==> config.mk <==
export PLATFORM = sky130hd
export DESIGN_NAME = uart_rx_fifo
export DESIGN_NICKNAME = d
export VERILOG_FILES = /design/src/rtl/uart_pkg.sv /design/src/rtl/uart_rx_sfifo.sv /design/src/rtl/uart_rx_fifo.sv
export SDC_FILE = /design/constraint.sdc
export NUM_CORES = 1
export LEC_CHECK = 0
export CAP_MARGIN = 10
export CORE_ASPECT_RATIO = 0.8
export CORE_UTILIZATION = 58
export CTS_BUF_LIST = sky130_fd_sc_hd__clkbuf_4
export CTS_CLUSTER_SIZE = 12
export DETAILED_ROUTE_END_ITERATION = 10
export PLACE_DENSITY = 0.78
export SYNTH_ARGS = -nofsm -noshare
export SYNTH_HDL_FRONTEND = slang
export SYNTH_SLANG_ARGS = --single-unit
==> constraint.sdc <==
create_clock -name clk -period 4.3 [get_ports clk]
set_clock_uncertainty 0.05 [all_clocks]
set_input_delay 0.645 -clock clk [delete_from_list [all_inputs] [get_ports clk]]
set_output_delay 0.645 -clock clk [all_outputs]
set_load 0.01 [all_outputs]
==> src/rtl/uart_pkg.sv <==
// rtl/uart_pkg.sv - shared UART constants and receiver FSM state encoding
package uart_pkg;

    localparam int   UART_DATA_BITS = 8;
    localparam logic UART_IDLE_LVL  = 1'b1;

    typedef enum logic [2:0] {
        ST_IDLE      = 3'd0,
        ST_START     = 3'd1,
        ST_DATA      = 3'd2,
        ST_PARITY    = 3'd3,
        ST_STOP      = 3'd4,
        ST_WAIT_HIGH = 3'd5
    } uart_state_t;

endpackage

==> src/rtl/uart_rx_sfifo.sv <==
// rtl/uart_rx_sfifo.sv - synchronous first-word-fall-through FIFO for received bytes
module uart_rx_sfifo #(
    parameter int DEPTH = 4,
    parameter int WIDTH = 8
) (
    input  logic             clk,
    input  logic             reset,
    input  logic             push,
    input  logic [WIDTH-1:0] din,
    input  logic             pop,
    output logic [WIDTH-1:0] dout,
    output logic             full,
    output logic             empty
);

    localparam int AW = $clog2(DEPTH);

    logic [WIDTH-1:0] mem [DEPTH];
    logic [AW-1:0]    wr_ptr;
    logic [AW-1:0]    rd_ptr;
    logic [AW:0]      count;
    logic             do_pop;
    logic             do_push;

    // A push into a full FIFO is accepted only when a pop frees the slot in the same cycle.
    assign do_pop  = pop && !empty;
    assign do_push = push && (!full || do_pop);

    always_ff @(posedge clk or negedge reset) begin
        if (!reset) begin
            wr_ptr <= '0;
            rd_ptr <= '0;
            count  <= '0;
        end else begin
            if (do_push) wr_ptr <= wr_ptr + 1'b1;
            if (do_pop)  rd_ptr <= rd_ptr + 1'b1;
            case ({do_push, do_pop})
                2'b10:   count <= count + 1'b1;
                2'b01:   count <= count - 1'b1;
                default: count <= count;
            endcase
        end
    end

    always_ff @(posedge clk) begin
        if (do_push) mem[wr_ptr] <= din;
    end

    assign full  = (count == (AW+1)'(DEPTH));
    assign empty = (count == '0);
    assign dout  = empty ? '0 : mem[rd_ptr];

endmodule

==> src/rtl/uart_rx_fifo.sv <==
// rtl/uart_rx_fifo.sv - oversampling 8N1 UART receiver with byte FIFO and sticky errors
// Optional 8E1 parity checking and par_err port enabled by UART_RX_PARITY_EN.
module uart_rx_fifo
    import uart_pkg::*;
#(
    parameter int CLKS_PER_BIT = 868,
    parameter int FIFO_DEPTH   = 4
) (
    input  logic       clk,
    input  logic       reset,
    input  logic       rxd,
    input  logic       rd_en,
    output logic [7:0] rd_data,
    output logic       rx_valid,
    output logic       fifo_full,
    output logic       overrun,
    output logic       frame_err,
    input  logic       err_clr
`ifdef UART_RX_PARITY_EN
    ,
    output logic       par_err
`endif
);

    localparam int CW = $clog2(CLKS_PER_BIT);
    localparam int BW = $clog2(UART_DATA_BITS);
    localparam logic [CW-1:0] CNT_LAST = CW'(CLKS_PER_BIT - 1);
    localparam logic [CW-1:0] CNT_HALF = CW'((CLKS_PER_BIT - 1) / 2);
    localparam logic [BW-1:0] BIT_LAST = BW'(UART_DATA_BITS - 1);

    uart_state_t               state;
    uart_state_t               state_nx;
    logic                      rxd_m;
    logic                      rxd_s;
    logic [CW-1:0]             clk_cnt;
    logic [BW-1:0]             bit_idx;
    logic [UART_DATA_BITS-1:0] shift;
    logic                      half_tick;
    logic                      full_tick;
    logic                      push;
    logic                      frame_set;
    logic                      ovr_set;
    logic                      fifo_empty;
`ifdef UART_RX_PARITY_EN
    logic                      par_set;
`endif

    always_ff @(posedge clk or negedge reset) begin
        if (!reset) begin
            rxd_m <= UART_IDLE_LVL;
            rxd_s <= UART_IDLE_LVL;
        end else begin
            rxd_m <= rxd;
            rxd_s <= rxd_m;
        end
    end

    assign half_tick = (clk_cnt == CNT_HALF);
    assign full_tick = (clk_cnt == CNT_LAST);

    always_ff @(posedge clk or negedge reset) begin
        if (!reset) state <= ST_IDLE;
        else        state <= state_nx;
    end

    always_comb begin
        state_nx  = state;
        push      = 1'b0;
        frame_set = 1'b0;
`ifdef UART_RX_PARITY_EN
        par_set   = 1'b0;
`endif
        case (state)
            ST_IDLE: begin
                if (rxd_s != UART_IDLE_LVL) state_nx = ST_START;
            end
            ST_START: begin
                // Mid-start resample: a line back at idle here was only a glitch.
                if (half_tick) state_nx = (rxd_s == UART_IDLE_LVL) ? ST_IDLE : ST_DATA;
            end
            ST_DATA: begin
                if (full_tick && bit_idx == BIT_LAST) begin
`ifdef UART_RX_PARITY_EN
                    state_nx = ST_PARITY;
`else
                    state_nx = ST_STOP;
`endif
                end
            end
`ifdef UART_RX_PARITY_EN
            ST_PARITY: begin
                if (full_tick) begin
                    par_set  = (rxd_s != ^shift);
                    state_nx = ST_STOP;
                end
            end
`endif
            ST_STOP: begin
                if (full_tick) begin
                    if (rxd_s) begin
                        push     = 1'b1;
                        state_nx = ST_IDLE;
                    end else begin
                        frame_set = 1'b1;
                        state_nx  = ST_WAIT_HIGH;
                    end
                end
            end
            ST_WAIT_HIGH: begin
                if (rxd_s) state_nx = ST_IDLE;
            end
            default: state_nx = ST_IDLE;
        endcase
    end

    always_ff @(posedge clk or negedge reset) begin
        if (!reset) begin
            clk_cnt <= '0;
            bit_idx <= '0;
            shift   <= '0;
        end else begin
            case (state)
                ST_START: begin
                    clk_cnt <= half_tick ? '0 : clk_cnt + 1'b1;
                    bit_idx <= '0;
                end
                ST_DATA, ST_PARITY, ST_STOP: begin
                    clk_cnt <= full_tick ? '0 : clk_cnt + 1'b1;
                    if (state == ST_DATA && full_tick) begin
                        shift   <= {rxd_s, shift[UART_DATA_BITS-1:1]};
                        bit_idx <= bit_idx + 1'b1;
                    end
                end
                default: clk_cnt <= '0;
            endcase
        end
    end

    // rd_en pops in the same cycle, so a full FIFO only overruns when nobody is reading.
    assign ovr_set = push && fifo_full && !rd_en;

    always_ff @(posedge clk or negedge reset) begin
        if (!reset) begin
            overrun   <= 1'b0;
            frame_err <= 1'b0;
        end else begin
            overrun   <= ovr_set   ? 1'b1 : (err_clr ? 1'b0 : overrun);
            frame_err <= frame_set ? 1'b1 : (err_clr ? 1'b0 : frame_err);
        end
    end

`ifdef UART_RX_PARITY_EN
    always_ff @(posedge clk or negedge reset) begin
        if (!reset) par_err <= 1'b0;
        else        par_err <= par_set ? 1'b1 : (err_clr ? 1'b0 : par_err);
    end
`endif

    uart_rx_sfifo #(
        .DEPTH (FIFO_DEPTH),
        .WIDTH (UART_DATA_BITS)
    ) u_fifo (
        .clk   (clk),
        .reset (reset),
        .push  (push),
        .din   (shift),
        .pop   (rd_en),
        .dout  (rd_data),
        .full  (fifo_full),
        .empty (fifo_empty)
    );

    assign rx_valid = !fifo_empty;

endmodule

; After elaboration in Yosys (flattened, before gate mapping)
; Memory sizes are Yosys's and may differ from the RTL's.
; Index checks and enable logic that the tools add are counted.
[op_classes]
add_sub_neg = 6
eq_ne = 17
mux = 26
n_reduce_logical = 20
[ops]
columns = operator, count
row1 = 2-to-1 mux 3 bit, 7
row2 = 2-to-1 mux 10 bit, 2
row3 = one-hot mux 10 bit (2 select lines), 1
row4 = one-hot mux 3 bit (5 select lines), 1
row5 = "== test 3 bit, second input constant", 4
row6 = "!= test 2 bit, second input constant", 6
row7 = one-hot mux 3 bit (2 select lines), 2
row8 = 2-to-1 mux 1 bit, 11
row9 = "adder 10 x 1 -> 10 bit, second input constant", 1
row10 = "== test 10 bit, second input constant", 1
row11 = "== test 10 x 9 -> 1 bit, second input constant", 1
row12 = 2-to-1 mux 8 bit, 1
row13 = nonzero test 2 bit, 4
row14 = "adder 3 x 1 -> 3 bit, second input constant", 2
row15 = "== test 3 x 2 -> 1 bit, second input constant", 2
row16 = logical AND 1 bit, 6
row17 = logical NOT 3 bit, 2
row18 = AND reduction 5 bit, 1
row19 = "adder 2 x 1 -> 2 bit, second input constant", 2
row20 = AND reduction 2 bit, 2
row21 = "== test 3 x 1 -> 1 bit, second input constant", 1
row22 = logical NOT 1 bit, 3
row23 = OR reduction 3 bit, 1
row24 = "subtractor 3 x 1 -> 3 bit, second input constant", 1
row25 = other kinds (4), 4
[word_totals]
regBits = 35
ramBits = 32
out_inout_bits = 12
memories = 1
[mem_list]
columns = name, depth, word_bits, read_ports, rd_clocked_by_memory_dff, wr, line_no
row1 = u_fifo.mem, 4, 8, 1, 0, 1, uart_rx_sfifo.sv:18  ; logic [WIDTH-1:0] mem [DEPTH];

; Longest topological paths before layout
[logic_depth]
ltp_word = 7
depth_mapped = 11

; Hierarchy
; From an unflattened synthesis, not the netlist that was laid out.
[hier_totals]
cells_unflattened = 207
hier_area_um2 = 3011.6
[by_module_without_submodules]
columns = module, n_inst, cells_each, area_per_inst_um2
row1 = uart_rx_sfifo, 1, 90, 1645.3
row2 = uart_rx_fifo, 1, 117, 1366.3

; Least setup slack after synthesis
; OpenSTA, ideal clock, no wires.
[synth_timing]
path_type = reg-to-reg
startpoint = register clk_cnt[0]
endpoint = register u_fifo.count[1]
setup_time_ns = 0.083
t_arrival_ns = 2.275
required_ns = 4.167
path_slack_ns = 1.893
path_stages_with_launch = 10
n_path_buf = 0
path_cell_list = dfrtp_1 > ha_1 > and4bb_2 > nand3_4 > nor4b_4 > inv_1 > ha_1 > inv_1 > fa_1 > o21ai_0
[synth_via]
elab_chain_cells = 6
elab_cells_between_ends = 8
[synth_lines]
columns = item, line_no
row1 = from (decl), uart_rx_fifo.sv:35  ; logic [CW-1:0] clk_cnt;
row2 = from (signal assigned), uart_rx_fifo.sv:124  ; clk_cnt <= half_tick ? '0 : clk_cnt + 1'b1;
row3 = from (signal assigned), uart_rx_fifo.sv:128  ; clk_cnt <= full_tick ? '0 : clk_cnt + 1'b1;
row4 = == test 10 bit (*), uart_rx_fifo.sv:59  ; assign full_tick = (clk_cnt == CNT_LAST);
row5 = 2-to-1 mux 1 bit (*), uart_rx_fifo.sv:99  ; if (full_tick) begin
row6 = 2-to-1 mux 1 bit (*), uart_rx_fifo.sv:73  ; case (state)
row7 = logical AND 1 bit (*), uart_rx_sfifo.sv:27  ; assign do_push = push && (!full || do_pop);
row8 = == test 2 x 1 -> 1 bit or == test 2 bit (tied branches), uart_rx_sfifo.sv:37  ; case ({do_push, do_pop})
row9 = one-hot mux 3 bit (2 select lines) or nonzero test 2 bit (tied branches), --
row10 = to (signal assigned), uart_rx_sfifo.sv:38  ; 2'b10: count <= count + 1'b1;
row11 = to (signal assigned), uart_rx_sfifo.sv:39  ; 2'b01: count <= count - 1'b1;
row12 = to (signal assigned), uart_rx_sfifo.sv:40  ; default: count <= count;
row13 = to (decl), uart_rx_sfifo.sv:21  ; logic [AW:0] count;
; Mark *: on every way between the ends. The rest lies on a longest branch, timed or not.
; A chain may end at the register's enable or synchronous reset.

; Final worst setup path
[layout_timing]
startpoint = register u_fifo.rd_ptr[0]
endpoint = output port rd_data[3]
[layout_via]
elab_chain_cells = 2
[layout_lines]
columns = item, line_no
row1 = from (decl), uart_rx_sfifo.sv:20  ; logic [AW-1:0] rd_ptr;
row2 = from (signal assigned), uart_rx_sfifo.sv:36  ; if (do_pop) rd_ptr <= rd_ptr + 1'b1;
row3 = memory read (4 x 8 bit), --
row4 = 2-to-1 mux 8 bit, uart_rx_sfifo.sv:51  ; assign dout = empty ? '0 : mem[rd_ptr];
row5 = to (decl), uart_rx_fifo.sv:13  ; output logic [7:0] rd_data,
; Every way passes these cells.

==> results.py <==
metrics = {
    "routing": {
        "routed-via-count": 1702,
        "first_pass_iters": 4,
        "vias_per_cell": 5.81,
        "wl_per_cell_um": 16.8,
        "drt_iter0_markers": 75,
        "finalWirelength_mm": 4.93,
        "postRouteAntennaNets": 0,
        "drc": 0,
    },
    "global_route": {
        "busiest_layer": "met2",
        "grt_antenna_before_repair": 0,
        "met3_usage": 0.0814,
        "grt_pass1_vias": 1691,
        "grt_pass1_wl_mm": 8.22,
        "grt_max_degree": 36,
        "grt_overflow": 0,
        "grt_util_met2": 0.348,
        "grt_util_all_layers": 0.220,
        "use_met1": 0.272,
    },
    "setup_path": {
        "path_max_fanout": 10,
        "max_stage_delay_ns": 0.74,
        "cp.arrival_ns": 2.37,
        "crit_type": "flop to primary output",
        "worstPathCellList": "mux4_2 -> and2_1 -> clkdlybuf4s50_1",
        "critPathLaunchType": "flop",
        "cp-end-kind": "primary output",
        "cp_slowest_cell": "dfrtp_1",
        "r2r_slack_ns": 1.69,
        "required_ns": 3.61,
    },
    "synthesis": {
        "syn_nets": 221,
        "netlist_instances": 206,
        "synth-compound-area-share": 0.0349,
        "synth_top_family_by_area": "simple AND/OR/NAND/NOR gates",
        "ys_seq_elements": 67,
        "synth_mux_area_frac": 0.0960,
        "avgSynthCellArea_um2": 14.4,
        "yosys.area_share.simple": 0.143,
        "ys_types": 48,
        "synth_fa_ha_area_frac": 0.0446,
        "ys_seq_area_frac": 0.619,
        "synth_area_um2": 2970,
        "synth_xor_area_frac": 0.0412,
        "yosysWarnings": 0,
        "synth_edf_count": 32,
        "synthArstFlopShare": 0.522,
        "synth_ff_type": "dfrtp_1",
    },
    "clock_tree": {
        "post_cts_buffers": 0,
        "cts_tree": "done",
        "clock_latency_ns": 0.40,
        "cts.path.max_buffers": 2,
        "cts_buffers": 9,
        "ctsResizeCount": 0,
        "cts_hold_buf": 0,
        "cts.htree.levels": 3,
        "clock-sinks": 67,
        "cts_root_buffer": "clkbuf_4",
        "clk_pin_slew_ns": 0.11,
    },
    "cells_and_area": {
        "layout_commonest_cell": "dfrtp_1",
        "final_cell_mix": "33 x dfrtp_1, 32 x edfxtp_1, 16 x clkdlybuf4s50_1",
        "nNetsFinal": 243,
        "antenna_cells": 0,
        "drive_gt1_frac": 0.202,
        "fin_area_um2": 3330,
        "area_growth_pct": 12.0,
    },
    "placement": {
        "dpl-instance-area_um2": 3190,
        "dp_hpwl_mm": 3.46,
        "io_buffers": 16,
        "gp_routability_congestion": 0.895,
    },
    "timing": {
        "fmax_mhz": 326,
        "setup_viol": 0,
        "worst_slew_pin_slew_ns": 0.701,
        "finalSetupTns_ns": 0,
        "max_slew_margin": 0.533,
        "rsz0062_at_grt": "no",
        "post-route-min-period_ns": 3.06,
        "finalHoldViolations": 0,
        "timing.final.crit_share": 0.713,
        "slew_viol_final": 0,
    },
    "floorplan": {
        "core_region_area_um2": 4760,
        "initial_core_util": 0.624,
        "die_y_um": 66.0,
        "dieArea_um2": 5420,
        "fp.dieW_um": 82.0,
        "boundaryPins": 17,
        "rows": 22,
    },
    "power": {
        "p_per_area_nw_per_um2": 326,
        "combPwrFrac": 0.010,
        "p_sw_frac": 0.211,
        "clkPwrFrac": 0.373,
        "p_int_uw": 857,
        "p_leak_nw": 1.39,
        "p_sw_uw": 229,
        "irDropWorstVdd_mv": 0.244,
        "p_seq_frac": 0.616,
    },
    "run": {
        "cap_violations": 0,
    },
    "min_path": {
        "hp-class": "flop to flop",
    },
    "status": {
        "run_status": "completed",
    },
}
## final timing paths
kind                             startpoint              end  depth (start not counted)
setup / recovery           u_fifo.rd_ptr[0]       rd_data[3]                          3
hold / removal                        rxd_m            rxd_s                          0
setup reg to reg                 clk_cnt[0]  u_fifo.count[1]                          9
hold reg to reg                       rxd_m            rxd_s                          0
max in group asynchronous             reset            rxd_s                          2
min in group asynchronous             reset       clk_cnt[7]                          2
## worst max-delay path, delay by kind of cell, from the launching register on
family | cells | cell delay [ns]
flip-flops | 1 | 0.74
multiplexers | 1 | 0.60
buffers and inverters | 1 | 0.46
AND/OR/NAND/NOR | 1 | 0.17
## synth_stat cells, types with 2 or more instances
master	count	area, um2
a21oi_1	3	15.0
and2_1	10	62.6
and2_2	4	30.0
buf_2	3	15.0
clkbuf_1	3	11.3
dfrtp_1	33	826
dfstp_2	2	52.6
edfxtp_1	32	961
ha_1	9	113
inv_1	10	37.5
mux2_2	8	90.1
mux4_2	8	180
nand2_1	11	41.3
nand2b_1	2	12.5
nand3_1	5	25.0
nand4_1	2	12.5
nand4b_1	2	17.5
nor2_1	13	48.8
nor3b_1	2	15.0
o21ai_0	3	15.0
o32ai_1	2	17.5
xnor2_1	6	52.6
xor2_1	8	70.1
## area by class of cell
| cell class | instances | area, um2 |
|---|---|---|
| Clock buffer | 10 | 75.1 |
| Clock inverter | 6 | 66.3 |
| Fill cell | 336 | 1430 |
| Inverter | 10 | 37.5 |
| Multi-Input combinational cell | 123 | 1070 |
| Sequential cell | 67 | 1840 |
| Tap cell | 60 | 75.1 |
| Timing Repair Buffer | 17 | 168 |
## sequential cells by signal, indices dropped and copies added (netlist names)
name and count:
rxd_m 1, state 3, u_fifo.rd_ptr 2, shift 8, u_fifo.count 3, bit_idx 3, overrun 1, rxd_s 1
u_fifo.mem 32, frame_err 1, clk_cnt 10, u_fifo.wr_ptr 2
## power by group through the flow
stage / Sequential [mW] / Combinational (mW) / Clock (mW)
3_5_place_dp: 0.683 / 0.0118 / 0
3_3_place_gp: 0.683 / 0.0116 / 0
4_1_cts: 0.669 / 0.0117 / 0.416
5_1_grt: 0.670 / 0.0130 / 0.442
2_1_floorplan: 0.682 / 0.000641 / 0
6_report: 0.669 / 0.0114 / 0.405
## through the flow
step | hold slack, ns | worst slack, ns | utilization | std cells | total power [mW]
after global routing | 0.324 | 1.07 | 0.699 | 293 | 1.12
after floorplan | 0.295 | 1.89 | - | 206 | 0.683
after detailed placement | 0.300 | 1.58 | 0.670 | 277 | 0.695
after global placement | 0.300 | 1.64 | 0.670 | 277 | 0.694
after CTS | 0.317 | 1.16 | 0.699 | 293 | 1.10
final | 0.314 | 1.24 | 0.699 | 293 | 1.09
## cells by family after synthesis
family | after synthesis
xor gates and xnor gates | 14
and+or+nand+nor | 67
adders and majority gates | 10
buffers and inverters | 16
AOI/OAI and AO/OA | 15
muxes | 17
DFF | 67
## metal layers
metal / wire length, um / vias to the layer above
li1: - / 797
met1: 2190 / 859
met2: 2460 / 35
met3: 201 / 11
met4: 87 / 0
met5: 0 / -
(Power assumes the default switching activity.)
